[src/rtl/decode_pkg.sv]
// Shared constants for the RV32I decode stage.
//   - ALU_OP_WIDTH and INSTR_WIDTH widths
//   - opcode_e    : instruction[6:2] major opcodes
//   - alu_op_e    : ALU operation codes (base plus M extension)
//   - imm_sel_e   : immediate format select codes
//   - alu_from_funct3 / build_immediate helpers
package decode_pkg;

    localparam int unsigned ALU_OP_WIDTH = 5;
    localparam int unsigned INSTR_WIDTH  = 32;

    typedef enum logic [4:0] {
        OpcLoad   = 5'b00000,
        OpcOpImm  = 5'b00100,
        OpcAuipc  = 5'b00101,
        OpcStore  = 5'b01000,
        OpcOp     = 5'b01100,
        OpcLui    = 5'b01101,
        OpcBranch = 5'b11000,
        OpcJalr   = 5'b11001,
        OpcJal    = 5'b11011,
        OpcSystem = 5'b11100
    } opcode_e;

    typedef enum logic [ALU_OP_WIDTH-1:0] {
        AluAdd  = 5'b00000,
        AluSub  = 5'b00001,
        AluSll  = 5'b00010,
        AluSlt  = 5'b00011,
        AluSltu = 5'b00100,
        AluXor  = 5'b00101,
        AluSra  = 5'b00110,
        AluSrl  = 5'b00111,
        AluOr   = 5'b01000,
        AluAnd  = 5'b01001,
        AluMul  = 5'b10000,
        AluRemu = 5'b10111
    } alu_op_e;

    typedef enum logic [2:0] {
        ImmU    = 3'b000,
        ImmI    = 3'b001,
        ImmS    = 3'b010,
        ImmB    = 3'b011,
        ImmJ    = 3'b100,
        ImmNone = 3'b111
    } imm_sel_e;

    // alt selects sub (funct3 0) or arithmetic shift (funct3 5).
    function automatic logic [ALU_OP_WIDTH-1:0] alu_from_funct3(input logic [2:0] funct3,
                                                                input logic       alt);
        logic [ALU_OP_WIDTH-1:0] op;
        case (funct3)
            3'd0:    op = alt ? AluSub : AluAdd;
            3'd1:    op = AluSll;
            3'd2:    op = AluSlt;
            3'd3:    op = AluSltu;
            3'd4:    op = AluXor;
            3'd5:    op = alt ? AluSra : AluSrl;
            3'd6:    op = AluOr;
            default: op = AluAnd;
        endcase
        return op;
    endfunction

    // 32-bit immediate; the caller sign-extends to XLEN.
    function automatic logic [31:0] build_immediate(input logic [2:0]  sel,
                                                    input logic [31:0] instr);
        logic [31:0] imm;
        case (sel)
            ImmU:    imm = {instr[31:12], 12'b0};
            ImmI:    imm = {{20{instr[31]}}, instr[31:20]};
            ImmS:    imm = {{20{instr[31]}}, instr[31:25], instr[11:7]};
            ImmB:    imm = {{19{instr[31]}}, instr[31], instr[7], instr[30:25],
                            instr[11:8], 1'b0};
            ImmJ:    imm = {{11{instr[31]}}, instr[31], instr[19:12], instr[20],
                            instr[30:21], 1'b0};
            default: imm = 32'b0;
        endcase
        return imm;
    endfunction

endpackage

[src/rtl/instruction_buffer_fifo.sv]
// Instruction buffer between fetch and decode: BUFFER_DEPTH entries of {pc, instruction}.
// Ports:
//   clock, reset_n          : clock, asynchronous active-low reset
//   flush                   : empties the buffer, drops a same-cycle push
//   push, push_pc/instr     : write side
//   pop                     : consume the head entry
//   full, empty             : occupancy flags
//   head_pc/head_instruction: oldest entry (stale when empty)
module instruction_buffer_fifo
    import decode_pkg::*;
#(
    parameter int unsigned XLEN         = 32,
    parameter int unsigned BUFFER_DEPTH = 2
) (
    input  logic                   clock,
    input  logic                   reset_n,
    input  logic                   flush,
    input  logic                   push,
    input  logic [XLEN-1:0]        push_pc,
    input  logic [INSTR_WIDTH-1:0] push_instruction,
    input  logic                   pop,
    output logic                   full,
    output logic                   empty,
    output logic [XLEN-1:0]        head_pc,
    output logic [INSTR_WIDTH-1:0] head_instruction
);

    localparam int unsigned INDEX_WIDTH = $clog2(BUFFER_DEPTH);
    localparam int unsigned PTR_WIDTH   = INDEX_WIDTH + 1;

    // Extra MSB distinguishes full from empty when the index bits match.
    logic [PTR_WIDTH-1:0]   wr_ptr_q, rd_ptr_q;
    logic [INDEX_WIDTH-1:0] wr_index, rd_index;
    logic [XLEN-1:0]        pc_q    [BUFFER_DEPTH];
    logic [INSTR_WIDTH-1:0] instr_q [BUFFER_DEPTH];
    logic                   push_ok, pop_ok;

    assign wr_index = wr_ptr_q[INDEX_WIDTH-1:0];
    assign rd_index = rd_ptr_q[INDEX_WIDTH-1:0];
    assign empty    = (wr_ptr_q == rd_ptr_q);
    assign full     = (wr_ptr_q[PTR_WIDTH-1] != rd_ptr_q[PTR_WIDTH-1]) && (wr_index == rd_index);

    assign pop_ok  = pop && !empty;
    assign push_ok = push && (!full || pop_ok);

    assign head_pc          = pc_q[rd_index];
    assign head_instruction = instr_q[rd_index];

    always_ff @(posedge clock or negedge reset_n) begin
        if (!reset_n) begin
            wr_ptr_q <= '0;
            rd_ptr_q <= '0;
            for (int unsigned i = 0; i < BUFFER_DEPTH; i++) begin
                pc_q[i]    <= '0;
                instr_q[i] <= '0;
            end
        end else if (flush) begin
            wr_ptr_q <= '0;
            rd_ptr_q <= '0;
        end else begin
            if (push_ok) begin
                pc_q[wr_index]    <= push_pc;
                instr_q[wr_index] <= push_instruction;
                wr_ptr_q          <= wr_ptr_q + PTR_WIDTH'(1);
            end
            if (pop_ok) begin
                rd_ptr_q <= rd_ptr_q + PTR_WIDTH'(1);
            end
        end
    end

endmodule

[src/rtl/instruction_decode_stage.sv]
// RV32I decode stage: instruction buffer, combinational decode of the buffer head,
// registered decode output with valid/ready toward execute, load-use interlock, flush.
// Optional macro DECODE_M_EXTENSION_EN makes OP with funct7=0000001 (mul..remu) legal.
// Ports:
//   clock, reset_n, flush                : clock, async active-low reset, pipeline flush
//   fetch_valid/ready/instruction/pc     : fetch side handshake and payload
//   execute_ready, decode_valid          : execute side handshake
//   decode_pc, decode_illegal            : pc and illegal flag of the held instruction
//   register_*                           : rd write enable/address, rs1/rs2 addresses
//   alu_*, immediate_select, immediate   : ALU control and immediate
//   data_memory_write(_back)_enable      : store / load
module instruction_decode_stage
    import decode_pkg::*;
#(
    parameter int unsigned XLEN           = 32,
    parameter int unsigned BUFFER_DEPTH   = 2,
    parameter int unsigned REG_ADDR_WIDTH = 5
) (
    input  logic                      clock,
    input  logic                      reset_n,
    input  logic                      flush,
    input  logic                      fetch_valid,
    output logic                      fetch_ready,
    input  logic [31:0]               fetch_instruction,
    input  logic [XLEN-1:0]           fetch_pc,
    input  logic                      execute_ready,
    output logic                      decode_valid,
    output logic [XLEN-1:0]           decode_pc,
    output logic                      decode_illegal,
    output logic                      register_write_enable,
    output logic [REG_ADDR_WIDTH-1:0] register_write_address,
    output logic [REG_ADDR_WIDTH-1:0] register_read_address_a,
    output logic [REG_ADDR_WIDTH-1:0] register_read_address_b,
    output logic                      alu_immediate_enable,
    output logic [ALU_OP_WIDTH-1:0]   alu_operation,
    output logic [2:0]                immediate_select,
    output logic [XLEN-1:0]           immediate,
    output logic                      data_memory_write_enable,
    output logic                      data_memory_write_back_enable
);

    logic                   buf_full, buf_empty, push, advance, hazard;
    logic [XLEN-1:0]        head_pc;
    logic [INSTR_WIDTH-1:0] head_instr;

    assign fetch_ready = !buf_full;
    assign push        = fetch_valid && fetch_ready && !flush;

    instruction_buffer_fifo #(
        .XLEN         (XLEN),
        .BUFFER_DEPTH (BUFFER_DEPTH)
    ) u_buffer (
        .clock            (clock),
        .reset_n          (reset_n),
        .flush            (flush),
        .push             (push),
        .push_pc          (fetch_pc),
        .push_instruction (fetch_instruction),
        .pop              (advance),
        .full             (buf_full),
        .empty            (buf_empty),
        .head_pc          (head_pc),
        .head_instruction (head_instr)
    );

    logic [4:0]                opcode;
    logic [2:0]                funct3;
    logic [6:0]                funct7;
    logic [REG_ADDR_WIDTH-1:0] rd, rs1, rs2;

    assign opcode = head_instr[6:2];
    assign funct3 = head_instr[14:12];
    assign funct7 = head_instr[31:25];
    assign rd     = REG_ADDR_WIDTH'(head_instr[11:7]);
    assign rs1    = REG_ADDR_WIDTH'(head_instr[19:15]);
    assign rs2    = REG_ADDR_WIDTH'(head_instr[24:20]);

    logic                    illegal_d, write_enable_d, imm_enable_d, mem_write_d, mem_load_d;
    logic                    uses_rs1, uses_rs2;
    logic [ALU_OP_WIDTH-1:0] alu_op_d;
    logic [2:0]              imm_sel_d;
    logic [XLEN-1:0]         immediate_d;

    always_comb begin
        illegal_d      = (head_instr[1:0] != 2'b11);
        write_enable_d = 1'b0;
        imm_enable_d   = 1'b0;
        mem_write_d    = 1'b0;
        mem_load_d     = 1'b0;
        uses_rs1       = 1'b1;
        uses_rs2       = 1'b0;
        alu_op_d       = AluAdd;
        imm_sel_d      = ImmNone;
        case (opcode)
            OpcOp: begin
                write_enable_d = 1'b1;
                uses_rs2       = 1'b1;
                case (funct7)
                    7'b0000000: alu_op_d = alu_from_funct3(funct3, 1'b0);
                    7'b0100000: begin
                        alu_op_d = alu_from_funct3(funct3, 1'b1);
                        if (funct3 != 3'd0 && funct3 != 3'd5) illegal_d = 1'b1;
                    end
`ifdef DECODE_M_EXTENSION_EN
                    7'b0000001: alu_op_d = {2'b10, funct3};
`endif
                    default:    illegal_d = 1'b1;
                endcase
            end
            OpcOpImm: begin
                write_enable_d = 1'b1;
                imm_enable_d   = 1'b1;
                imm_sel_d      = ImmI;
                alu_op_d       = alu_from_funct3(funct3, (funct3 == 3'd5) && funct7[5]);
                // Shift-immediates reuse funct7; only srai may set bit 30.
                if ((funct3 == 3'd1 && funct7 != 7'b0000000) ||
                    (funct3 == 3'd5 && funct7 != 7'b0000000 && funct7 != 7'b0100000)) begin
                    illegal_d = 1'b1;
                end
            end
            OpcBranch: begin
                imm_sel_d = ImmB;
                uses_rs2  = 1'b1;
                if (funct3 == 3'd2 || funct3 == 3'd3) illegal_d = 1'b1;
            end
            OpcJal: begin
                write_enable_d = 1'b1;
                imm_enable_d   = 1'b1;
                imm_sel_d      = ImmJ;
                uses_rs1       = 1'b0;
            end
            OpcJalr: begin
                write_enable_d = 1'b1;
                imm_enable_d   = 1'b1;
                imm_sel_d      = ImmI;
                if (funct3 != 3'd0) illegal_d = 1'b1;
            end
            OpcAuipc, OpcLui: begin
                write_enable_d = 1'b1;
                imm_enable_d   = 1'b1;
                imm_sel_d      = ImmU;
                uses_rs1       = 1'b0;
            end
            OpcLoad: begin
                write_enable_d = 1'b1;
                imm_enable_d   = 1'b1;
                imm_sel_d      = ImmI;
                mem_load_d     = 1'b1;
                if (funct3 == 3'd3 || funct3 >= 3'd6) illegal_d = 1'b1;
            end
            OpcStore: begin
                imm_enable_d = 1'b1;
                imm_sel_d    = ImmS;
                mem_write_d  = 1'b1;
                uses_rs2     = 1'b1;
                if (funct3 > 3'd2) illegal_d = 1'b1;
            end
            OpcSystem: begin
                imm_enable_d = 1'b1;
                imm_sel_d    = ImmI;
            end
            default: illegal_d = 1'b1;
        endcase
        if (rd == '0) write_enable_d = 1'b0;
        // An illegal instruction must have no architectural side effects.
        if (illegal_d) begin
            write_enable_d = 1'b0;
            imm_enable_d   = 1'b0;
            mem_write_d    = 1'b0;
            mem_load_d     = 1'b0;
            uses_rs1       = 1'b0;
            uses_rs2       = 1'b0;
            alu_op_d       = AluAdd;
            imm_sel_d      = ImmNone;
        end
    end

    assign immediate_d = XLEN'($signed(build_immediate(imm_sel_d, head_instr)));

    logic                      valid_q, illegal_q, write_enable_q, imm_enable_q;
    logic                      mem_write_q, mem_load_q;
    logic [XLEN-1:0]           pc_q, immediate_q;
    logic [REG_ADDR_WIDTH-1:0] rd_q, rs1_q, rs2_q;
    logic [ALU_OP_WIDTH-1:0]   alu_op_q;
    logic [2:0]                imm_sel_q;

    // A load still in the output register cannot forward to the head yet.
    assign hazard = valid_q && mem_load_q && (rd_q != '0) &&
                    ((uses_rs1 && rs1 == rd_q) || (uses_rs2 && rs2 == rd_q));

    assign advance = (!valid_q || execute_ready) && !buf_empty && !hazard && !flush;

    always_ff @(posedge clock or negedge reset_n) begin
        if (!reset_n) begin
            valid_q        <= 1'b0;
            pc_q           <= '0;
            illegal_q      <= 1'b0;
            write_enable_q <= 1'b0;
            rd_q           <= '0;
            rs1_q          <= '0;
            rs2_q          <= '0;
            imm_enable_q   <= 1'b0;
            alu_op_q       <= '0;
            imm_sel_q      <= '0;
            immediate_q    <= '0;
            mem_write_q    <= 1'b0;
            mem_load_q     <= 1'b0;
        end else if (flush) begin
            valid_q <= 1'b0;
        end else if (advance) begin
            valid_q        <= 1'b1;
            pc_q           <= head_pc;
            illegal_q      <= illegal_d;
            write_enable_q <= write_enable_d;
            rd_q           <= rd;
            rs1_q          <= rs1;
            rs2_q          <= rs2;
            imm_enable_q   <= imm_enable_d;
            alu_op_q       <= alu_op_d;
            imm_sel_q      <= imm_sel_d;
            immediate_q    <= immediate_d;
            mem_write_q    <= mem_write_d;
            mem_load_q     <= mem_load_d;
        end else if (execute_ready) begin
            valid_q <= 1'b0;
        end
    end

    assign decode_valid                  = valid_q;
    assign decode_pc                     = pc_q;
    assign decode_illegal                = illegal_q;
    assign register_write_enable         = write_enable_q;
    assign register_write_address        = rd_q;
    assign register_read_address_a       = rs1_q;
    assign register_read_address_b       = rs2_q;
    assign alu_immediate_enable          = imm_enable_q;
    assign alu_operation                 = alu_op_q;
    assign immediate_select              = imm_sel_q;
    assign immediate                     = immediate_q;
    assign data_memory_write_enable      = mem_write_q;
    assign data_memory_write_back_enable = mem_load_q;

endmodule

[config.mk]
export PLATFORM = sky130hd
export DESIGN_NAME = instruction_decode_stage
export DESIGN_NICKNAME = d
export VERILOG_FILES = /design/src/rtl/decode_pkg.sv /design/src/rtl/instruction_buffer_fifo.sv /design/src/rtl/instruction_decode_stage.sv
export SDC_FILE = /design/constraint.sdc
export NUM_CORES = 1
export LEC_CHECK = 0
export ABC_AREA = 1
export BUFFER_PORTS_ARGS = -buffer_cell sky130_fd_sc_hd__buf_2
export CORE_MARGIN = 3
export CORE_UTILIZATION = 40
export DETAILED_ROUTE_END_ITERATION = 7
export SLEW_MARGIN = 5
export SYNTH_ARGS = -nofsm -noshare
export SYNTH_HDL_FRONTEND = slang
export SYNTH_SLANG_ARGS = --single-unit
[constraint.sdc]
create_clock -name clock -period 3 [get_ports clock]
set_input_delay 0.45 -clock clock [delete_from_list [all_inputs] [get_ports clock]]
set_output_delay 0.45 -clock clock [all_outputs]
set_load 0.02 [all_outputs]
## Word-level counts from Yosys, hierarchy flattened

Cells that the tools add are included.

| storage, ports and cells | value |
|---|---|
| logic and storage cells | 156 |
| output and inout port bits | 94 |
| bits of input ports | 69 |
| flip-flop bits (word level) | 225 |

| cells by class | value |
|---|---|
| eq/ne operators | 28 |
| bitwise logic cells | 3 |
| reduce and logical (&&, ||, !) cells | 50 |
| order comparisons | 5 |
| add/sub/neg operators | 2 |
| muxes and demuxes | 49 |

Operators with widths:

| kind | number |
|---|---|
| two-way mux 32 bit | 7 |
| case mux 32 bit (5 select lines) | 1 |
| bitwise mux 64 bit | 2 |
| case mux 4 bit (7 select lines) | 3 |
| demux 32 bit (select 1 bit) | 1 |
| two-way mux 1 bit | 24 |
| == test 5 bit (second input constant) | 4 |
| logical AND 1 bit | 19 |
| case mux 4 bit (2 select lines) | 2 |
| == test 5 x 4 -> 1 bit (second input constant) | 3 |
| case mux 3 bit (5 select lines) | 1 |
| == test 3 x 2 -> 1 bit (second input constant) | 4 |
| == test 3 bit (second input constant) | 4 |
| == test 5 x 3 -> 1 bit (second input constant) | 2 |
| == test 5 bit | 2 |
| zero test 5 bit | 2 |
| two-way mux 2 bit | 4 |
| OR reduction 4 bit | 2 |
| OR reduction 8 bit | 1 |
| == test 7 x 6 -> 1 bit (second input constant) | 1 |
| zero test 7 bit | 1 |
| inequality test 7 x 6 -> 1 bit (second input constant) | 1 |
| case mux 1 bit (7 select lines) | 1 |
| nonzero test 7 bit | 1 |
| other kinds (26) | 44 |

## Depth between registers and ports, before layout

Gate-level depths: netlist of run 1.

| logic depth | value |
|---|---|
| depth in word-level cells | 22 |
| depth in mapped cells | 22 |
| gate-level depth less buffers | 19 |

## Hierarchy

From an unflattened synthesis of run 1, not the netlist that was laid out.

| second synthesis, totals | value |
|---|---|
| cells, all modules | 1409 |
| area, all modules | 10794.1 um^2 |

By module, submodules not included:

| module | area an instance (um^2) | seq. area each (um^2) | cells each | times used |
|---|---|---|---|---|
| instruction_buffer_fifo | 6298.5 | 3303.2 | 814 | 1 |
| instruction_decode_stage | 4495.6 | 2302.2 | 595 | 1 |

## Least setup slack after synthesis of run 1

OpenSTA, ideal clock, no wires.

| path | value |
|---|---|
| path type | register to register |
| start point | register u_buffer.rd_ptr_q[0] |
| end point | register immediate_q[21], in the netlist immediate[21] |
| setup slack | 723 ps |
| period minus slack after synthesis | 2277 ps |
| data required time | 2876 ps |
| library setup time | 124 ps |
| data arrival time | 2154 ps |
| path buffers | 4 |
| cell stages (with the launch flop) | 21 |
| cell sequence | dfrtp_1 -> buf_6 -> inv_4 -> buf_6 -> nand2_1 -> nand2_2 -> nand2_4 -> nor2_2 -> nand2_2 -> nand2_1 -> nand2_1 -> nor2_2 -> nor2_4 -> nand3_2 -> nor2_4 -> buf_4 -> nand2_2 -> nand2_4 -> nand3_2 -> buf_6 -> nand3_2 |

| on the way | value |
|---|---|
| word-level cells in the longest chain between the ends | 18 |
| elaborated cells between the ends (all ways) | 72 |
| classes of those cells | order compare: 2; eq/ne: 24; mux: 18; bitwise: 1; reduce/logical: 27 |

RTL lines:

| element | RTL line | RTL |
|---|---|---|
| start: declaration | instruction_buffer_fifo.sv:32 | `logic [PTR_WIDTH-1:0] wr_ptr_q, rd_ptr_q;` |
| start signal: assignment | instruction_buffer_fifo.sv:67 | `rd_ptr_q <= rd_ptr_q + PTR_WIDTH'(1);` |
| parallel branches: the longest is 18 deep, another holds two-way mux 32 bit | -- |  |
| end signal: assignment | instruction_decode_stage.sv:221 | `immediate_q <= immediate_d;` |
| end: declaration | instruction_decode_stage.sv:182 | `logic [XLEN-1:0] pc_q, immediate_q;` |

Several ways; the timed one is not identified. The select of a mux whose other input is x is not followed.
A chain may end at the register's enable or synchronous reset.

## Worst setup path after layout of run 1

| path | value |
|---|---|
| start point | register u_buffer.rd_ptr_q[0] |
| end point | register immediate_q[20], in the netlist immediate[20] |

The elaborated chain is that of the path after synthesis.

==> flow_summary.json, run 1 <==
{
  "core_sq_um": 24680,
  "slowest_stage": "sky130_fd_sc_hd__dfrtp_2",
  "synth_seq_cells": 224,
  "synth.avg_cell_area_sq_um": 8.244,
  "gr-usage-all-layers": 0.1894,
  "grt_util_met2": 0.2993,
  "synthXorXnorAreaFrac": 0.008574,
  "synth_top_family_by_area": "simple AND/OR/NAND/NOR gates",
  "yosys.cell_count.top_type": "sky130_fd_sc_hd__nand2_1",
  "final_hold_violating_endpoints": 0,
  "placedInstanceArea_sq_um": 11380,
  "hold_path.class": "input port to register",
  "use_met3": 0.03809,
  "overflow": 0,
  "cells_taking_the_most_area_after_synthesis": "sky130_fd_sc_hd__dfrtp_1 (55%), sky130_fd_sc_hd__nand2_1 (16%), sky130_fd_sc_hd__o21ai_0 (7.6%)",
  "detailed_place_hpwl_um": 18490,
  "cp_cell_sequence": "buf_6 > nand2_1 > nand2_1 > nand2_2 > nor2_8 > nand2_1 > nand2_1 > nand2_1 > nor2_2 > nor2_4 > nand2_4 > nand2_2 > nand2_8 > nand2_1 > nand2_4 > nand3_4 > nand3_1",
  "synth-seq-area-share": 0.5488,
  "muxShareOfSynthArea": 0,
  "height_of_the_die_um": 165.8,
  "max-cap-violations": 0,
  "synth-simple-area-share": 0.2460,
  "worst_clock_skew_ns": 0.01009,
  "grt_pass1_vias": 8291,
  "yosys-top-cells-count": "sky130_fd_sc_hd__nand2_1 (435), sky130_fd_sc_hd__dfrtp_1 (224), sky130_fd_sc_hd__o21ai_0 (156)",
  "critical_path_buf_inv_count": 1,
  "clock_tree.buffer_depth": 3,
  "grt_pass1_wl_um": 43550,
  "die_area_sq_um": 27490,
  "layout_setup_ws_ns": 0.3011,
  "cp_max_fo": 25,
  "routedWlPerCell_um": 15.10,
  "final_area_sq_um": 12350,
  "critical_path.max_stage_delay_ns": 0.41,
  "syn2layout_area_growth_pct": 20.91,
  "detailedRoute.firstPassIterationCount": 5,
  "synthesized_instance_count": 1239,
  "layout-drive-gt1-share": 0.1987,
  "mappedNetlistArea_sq_um": 10210,
  "grt-busiest-layer": "met2",
  "synth_compound_area_frac": 0.1187,
  "outcome": "complete, no violations",
  "number_of_synthesized_flops_with_an_enable_pin": 0,
  "tightestPinTransition_ns": 0.6058,
  "drt_first_iter_violations": 601,
  "port_buffers": 161,
  "leakage_nw": 6.565,
  "antenna-diode-count": 0,
  "critical_path.endpoint_type": "register",
  "path_delay_family": "simple AND/OR/NAND/NOR gates",
  "fin_crit_ns": 2.699,
  "yosys.area_share.adder": 0,
  "fmaxAchievable_mhz": 370.5,
  "rsz0062_at_grt": "no",
  "net_count_after_synthesis": 1308,
  "drt-vias-per-instance": 4.896,
  "antenna_left": 0,
  "cp_common_cell": "sky130_fd_sc_hd__nand2_1",
  "htree_num_levels": 1,
  "cts_made_buffers": 25,
  "netlist.area_leader.share": 0.5488,
  "drc": 0,
  "met1_usage": 0.2723,
  "gp_congestion": 0.9529,
  "synthDistinctLibCells": 41,
  "worstSkewPairLatency_ns": 0.52,
  "worst-setup-path-type": "register to register",
  "ir_worst_vdd_v": 0.0005571,
  "synth_warnings": 0,
  "power.density_cell_area_nw_per_um2": 1101,
  "smallest_hold_slack_ns": 0.1934,
  "setup-violations-final": 0,
  "crit_arrival_ns": 3.15,
  "crit_path_start_kind": "register",
  "num_rows": 57,
  "cts_tree": "built",
  "worst_hold_startpoint": "fetch_pc[15]",
  "number_of_cells_in_the_design_after_placement": 1682,
  "grt_max_degree": 78,
  "number_of_antenna_violations_at_the_first_check_in_global_routing": 2,
  "critical_path.reg2reg.startpoint": "u_buffer.rd_ptr_q[0]",
  "clk_pin_slew_worst_paths_ns": 0.06,
  "finalSetupTns_ns": 0,
  "worst_slew_margin_rel": 0.5961,
  "final_cells": 1728,
  "synth_top_area_cell": "sky130_fd_sc_hd__dfrtp_1",
  "cp.required_ns": 3.45,
  "fraction_of_registers_with_async_set_or_reset_after_synthesis": 1.000,
  "slew_viol_final": 0,
  "finalCritPeriodShare": 0.8996,
  "finalWirelength_um": 26090,
  "cts-root-buf": "sky130_fd_sc_hd__clkbuf_16",
  "crit_start": "u_buffer.rd_ptr_q[0]",
  "pre_cts_ws_ns": 0.07375,
  "initial_util": 0.4140,
  "die_x_um": 165.8,
  "clkSinkCount": 224,
  "io-pin-count": 163,
  "postSynth.topFlopCell": "sky130_fd_sc_hd__dfrtp_1",
  "total_number_of_vias": 8460,
  "final_net_count": 1455
}
-- stage by stage --
stage          utilization  power (W)
6_report            0.5005    0.01360
5_1_grt             0.5005    0.01464
4_1_cts             0.4991    0.01365
3_5_place_dp        0.4613    0.01023
3_3_place_gp        0.4613    0.01014
2_1_floorplan            -   0.008577
-- routing by layer --
| layer | wire, um | share of wire | vias to the layer above |
|---|---|---|---|
| li1 | - | - | 4235 |
| met1 | 12120 | 0.46 | 3924 |
| met2 | 11680 | 0.45 | 245 |
| met3 | 1612 | 0.062 | 52 |
| met4 | 652 | 0.025 | 4 |
| met5 | 21 | 0.00080 | - |
-- state kept, by name, summed over array words and instances, names as in the netlist --
signal,flops
u_buffer.rd_ptr_q,2
register_write_address,5
u_buffer.instr_q,64
u_buffer.wr_ptr_q,2
immediate_select,3
decode_valid,1
register_read_address_b,5
alu_operation,4
u_buffer.pc_q,64
data_memory_write_back_enable,1
data_memory_write_enable,1
register_write_enable,1
alu_immediate_enable,1
register_read_address_a,5
decode_pc,32
decode_illegal,1
immediate,32
-- worst paths after layout --
kind	to	slack, ns	cells past startpoint
max	immediate[20]	0.30	17
min	u_buffer.pc_q[47]	0.19	3
max reg2reg	immediate[20]	0.30	17
min reg2reg	alu_operation[0]	0.47	1
max in group asynchronous	decode_pc[9]	1.60	3
min in group asynchronous	immediate_select[1]	0.50	2
-- worst register-to-register path: cells and delay by family (launching register included) --
family | cells | cell delay (ns)
AND/OR/NAND/NOR | 16 | 2.00
flip-flops | 1 | 0.41
buffers and inverters | 1 | 0.23
-- cells in the final DEF (no fill, tap or decap), types with 5 or more instances in the layout --
master,n
sky130_fd_sc_hd__inv_2,5
sky130_fd_sc_hd__o21ai_1,12
sky130_fd_sc_hd__buf_2,160
sky130_fd_sc_hd__buf_12,6
sky130_fd_sc_hd__nand3_2,12
sky130_fd_sc_hd__dfrtp_1,223
sky130_fd_sc_hd__bufinv_16,5
sky130_fd_sc_hd__nor2_2,5
sky130_fd_sc_hd__xor2_1,8
sky130_fd_sc_hd__o21ai_0,156
sky130_fd_sc_hd__clkbuf_16,25
sky130_fd_sc_hd__inv_1,112
sky130_fd_sc_hd__nand4_1,5
sky130_fd_sc_hd__nor3_1,5
sky130_fd_sc_hd__a31oi_1,38
sky130_fd_sc_hd__buf_4,15
sky130_fd_sc_hd__nand2_1,435
sky130_fd_sc_hd__nand3_1,46
sky130_fd_sc_hd__clkbuf_8,8
sky130_fd_sc_hd__nor2_1,62
sky130_fd_sc_hd__nand2_2,12
-- report_power, final --
part           switching (W)  internal, W  leakage (nW)
clock                0.00122      0.00215         0.455
sequential          0.000713      0.00413          2.81
combinational        0.00364      0.00174          3.30
total                0.00557      0.00802          6.57
-- area by class of cell --
cell class	instances	area, sq um
clock buffer	35	743.2
clock inverter	10	181.4
fill	2432	12330
inverter	120	455.4
multi-input combinational	829	3850
sequential	224	5607
tap	324	405.4
timing repair buffer	186	1109
-- logic make-up (layout without fill, tap and decap cells) --
| logic type | Yosys count | count (layout) |
|---|---|---|
| and+or+nand+nor | 595 | 595 |
| xor gates and xnor gates | 10 | 10 |
| DFF | 224 | 224 |
| buffers and inverters | 186 | 351 |
| other | 1 | 1 |
| AOI/OAI and AO/OA | 223 | 223 |
-- repair_timing --
item	CTS	global route
endpoints found under the hold margin	74	0
buffers inserted	0	0
hold buffers	1	0
setup endpoints to repair	0	41
resized for setup	0	6
No activity file was read; power rests on OpenSTA's default activity.
==> run 2: changes to the inputs <==
--- a/config.mk
+++ b/config.mk
@@ -10,6 +10,8 @@
 export CORE_MARGIN = 3
 export CORE_UTILIZATION = 40
 export DETAILED_ROUTE_END_ITERATION = 7
+export MAX_ROUTING_LAYER = met4
+export PLACE_DENSITY_LB_ADDON = 0.08
 export SLEW_MARGIN = 5
 export SYNTH_ARGS = -nofsm -noshare
 export SYNTH_HDL_FRONTEND = slang
==> constraint.sdc (replaced) <==
create_clock -name clock -period 3 [get_ports clock]
set_input_delay 0 -clock clock [delete_from_list [all_inputs] [get_ports clock]]
set_output_delay 0 -clock clock [all_outputs]
set_load 0.02 [all_outputs]
==> run 2 against run 1 <==
Non-clock buffer count up 68; critical endpoint is now immediate[21]; die area is the same; combinational power up 1%.
==> flow_summary.json, run 2 (synthesized netlist as in run 1, its figures left out) <==
{
  "die_x_um": 165.8,
  "crit_arrival_ns": 3.24,
  "critical_path_buf_inv_count": 5,
  "smallest_hold_slack_ns": 0.04075,
  "finalCritPeriodShare": 0.9264,
  "worstSkewPairLatency_ns": 0.53,
  "gr-usage-all-layers": 0.2074,
  "power.share.clock": 0.237,
  "crit_start": "u_buffer.rd_ptr_q[0]",
  "slowest_stage": "sky130_fd_sc_hd__dfrtp_2",
  "total_number_of_vias": 8705,
  "slew_viol_final": 0,
  "intPower_w": 0.007816,
  "switching_power_w": 0.005632,
  "drt_first_iter_violations": 591,
  "drc": 0,
  "initial_util": 0.4140,
  "fill_cells": 2437,
  "number_of_cells_in_the_design_after_placement": 1683,
  "layout_top_registers": "u_buffer.instr_q x64, u_buffer.pc_q x64",
  "antenna-diode-count": 0,
  "rsz0062_at_grt": "no",
  "finalSetupTns_ns": 0,
  "fmaxAchievable_mhz": 359.8,
  "finalWirelength_um": 27600,
  "port_buffers": 161,
  "tightestPinTransition_ns": 0.6940,
  "number_of_antenna_violations_at_the_first_check_in_global_routing": 0,
  "power_frac_seq": 0.358,
  "grt_max_degree": 87,
  "comb_power_share": 0.406,
  "outcome": "complete, no violations",
  "clk_pin_slew_worst_paths_ns": 0.06,
  "ir_worst_vdd_v": 0.0004871,
  "crit_path_start_kind": "register",
  "grt_pass1_vias": 8723,
  "height_of_the_die_um": 165.8,
  "cp_max_fo": 43,
  "max-cap-violations": 0,
  "overflow": 0,
  "power.density_cell_area_nw_per_um2": 1039,
  "cts-root-buf": "sky130_fd_sc_hd__clkbuf_16",
  "clock_tree.buffer_depth": 3,
  "detailedRoute.firstPassIterationCount": 5,
  "final_hold_violating_endpoints": 0,
  "clkSinkCount": 224,
  "cp_cell_sequence": "buf_4 > buf_4 > nand2_1 > nand2_1 > inv_1 > nand2_1 > nand3_1 > nor2_1 > nand2_1 > nand2_1 > nand2_1 > nand2_1 > nand2_4 > inv_2 > buf_12 > nand2_1 > nand3_2",
  "final_cells": 1798,
  "final_net_count": 1524,
  "die_area_sq_um": 27490,
  "routedWlPerCell_um": 15.35,
  "worst_slew_margin_rel": 0.5353,
  "syn2layout_area_growth_pct": 26.74,
  "drt-vias-per-instance": 4.841,
  "swShare": 0.4188,
  "cts_made_buffers": 26,
  "fin_crit_ns": 2.779,
  "setup-violations-final": 0,
  "num_rows": 57,
  "detailed_place_hpwl_um": 18830,
  "htree_num_levels": 1,
  "postCtsSetupRepairBufs": 0,
  "path_delay_family": "simple AND/OR/NAND/NOR gates",
  "core_sq_um": 24680,
  "worst-setup-path-type": "register to register",
  "critical_path.endpoint_type": "register",
  "grt_pass1_wl_um": 45950,
  "critical_path.max_stage_delay_ns": 0.41,
  "hold_path.class": "input port to async pin",
  "cp_common_cell": "sky130_fd_sc_hd__nand2_1",
  "gp_congestion": 0.8993,
  "cp.required_ns": 3.46,
  "layout_common_cells": "sky130_fd_sc_hd__nand2_1 (435), sky130_fd_sc_hd__dfrtp_1 (223), sky130_fd_sc_hd__buf_2 (160), sky130_fd_sc_hd__o21ai_0 (156), sky130_fd_sc_hd__inv_1 (112)",
  "critical_path.reg2reg.startpoint": "u_buffer.rd_ptr_q[0]",
  "cts_tree": "built",
  "most_common_library_cell_in_the_layout_ignoring_fill_and_taps": "sky130_fd_sc_hd__nand2_1",
  "worst_clock_skew_ns": 0.01080,
  "antenna_left": 0,
  "leakage_nw": 6.821,
  "io-pin-count": 163,
  "layout-drive-gt1-share": 0.1913
}
run 2: cell types whose count changed in the layout (fill, tap and decap cells not counted), sizes merged:
cell	before	now
buf	185	186
bufinv	5	1
clkbuf	35	38
clkinv	5	9
dlygate4sd3	1	68
inv	119	118
run 2: power by group through the flow:
stage                     clock network [W]  logic [W]  registers, W
after floorplan                           0    0.00349       0.00509
after global placement                    0    0.00535       0.00485
after detailed placement                  0    0.00542       0.00484
after CTS                           0.00327    0.00550       0.00480
after global routing                0.00339    0.00620       0.00495
final                               0.00318    0.00545       0.00481
run 2: final cells by class:
cell class,instances,area (sq um),share of cell area
Timing Repair Buffer,254,1754,0.1355
Multi-Input combinational cell,829,3841,0.2967
Sequential cell,224,5607,0.4331
Clock inverter,9,87.58,0.006765
Tap cell,324,405.4,0.03131
Inverter,120,455.4,0.03518
Clock buffer,38,795.8,0.06147
run 2: layer usage:
layer | part of all wire | vias to the layer above | global-route usage
met3 | 0.048 | 51 | 0.03190
met2 | 0.45 | 235 | 0.3213
met1 | 0.47 | 4057 | 0.2902
li1 | - | 4362 | -
met4 | 0.023 | 0 | 0.04991
met5 | 0 | - | -
run 2: per-stage QoR:
step / total power [W] / worst slack (ns) / cell area (sq um) / util
6_report: 0.01345 / 0.2209 / 12950 / 0.5246
3_3_place_gp: 0.01021 / 0.1782 / 11360 / 0.4606
3_5_place_dp: 0.01026 / 0.1418 / 11360 / 0.4606
2_1_floorplan: 0.008577 / 0.7225 / 10210 / -
4_1_cts: 0.01358 / 0.1101 / 12930 / 0.5239
5_1_grt: 0.01455 / 0.01279 / 12950 / 0.5246
run 2: repair_timing:
item,in CTS,in global routing
endpoints found under the hold margin,215,0
hold buffers,68,0
endpoints found under the setup margin,0,49
resized for setup,0,4
run 2: final timing paths:
| path | end | slack, ns | cells after the start |
|---|---|---|---|
| max | immediate[21] | 0.22 | 17 |
| min | immediate[14] | 0.04 | 2 |
| max reg2reg | immediate[21] | 0.22 | 17 |
| min reg2reg | immediate[18] | 0.47 | 2 |
| max in group asynchronous | u_buffer.pc_q[28] | 2.05 | 3 |
| min in group clock | u_buffer.pc_q[56] | 0.27 | 4 |
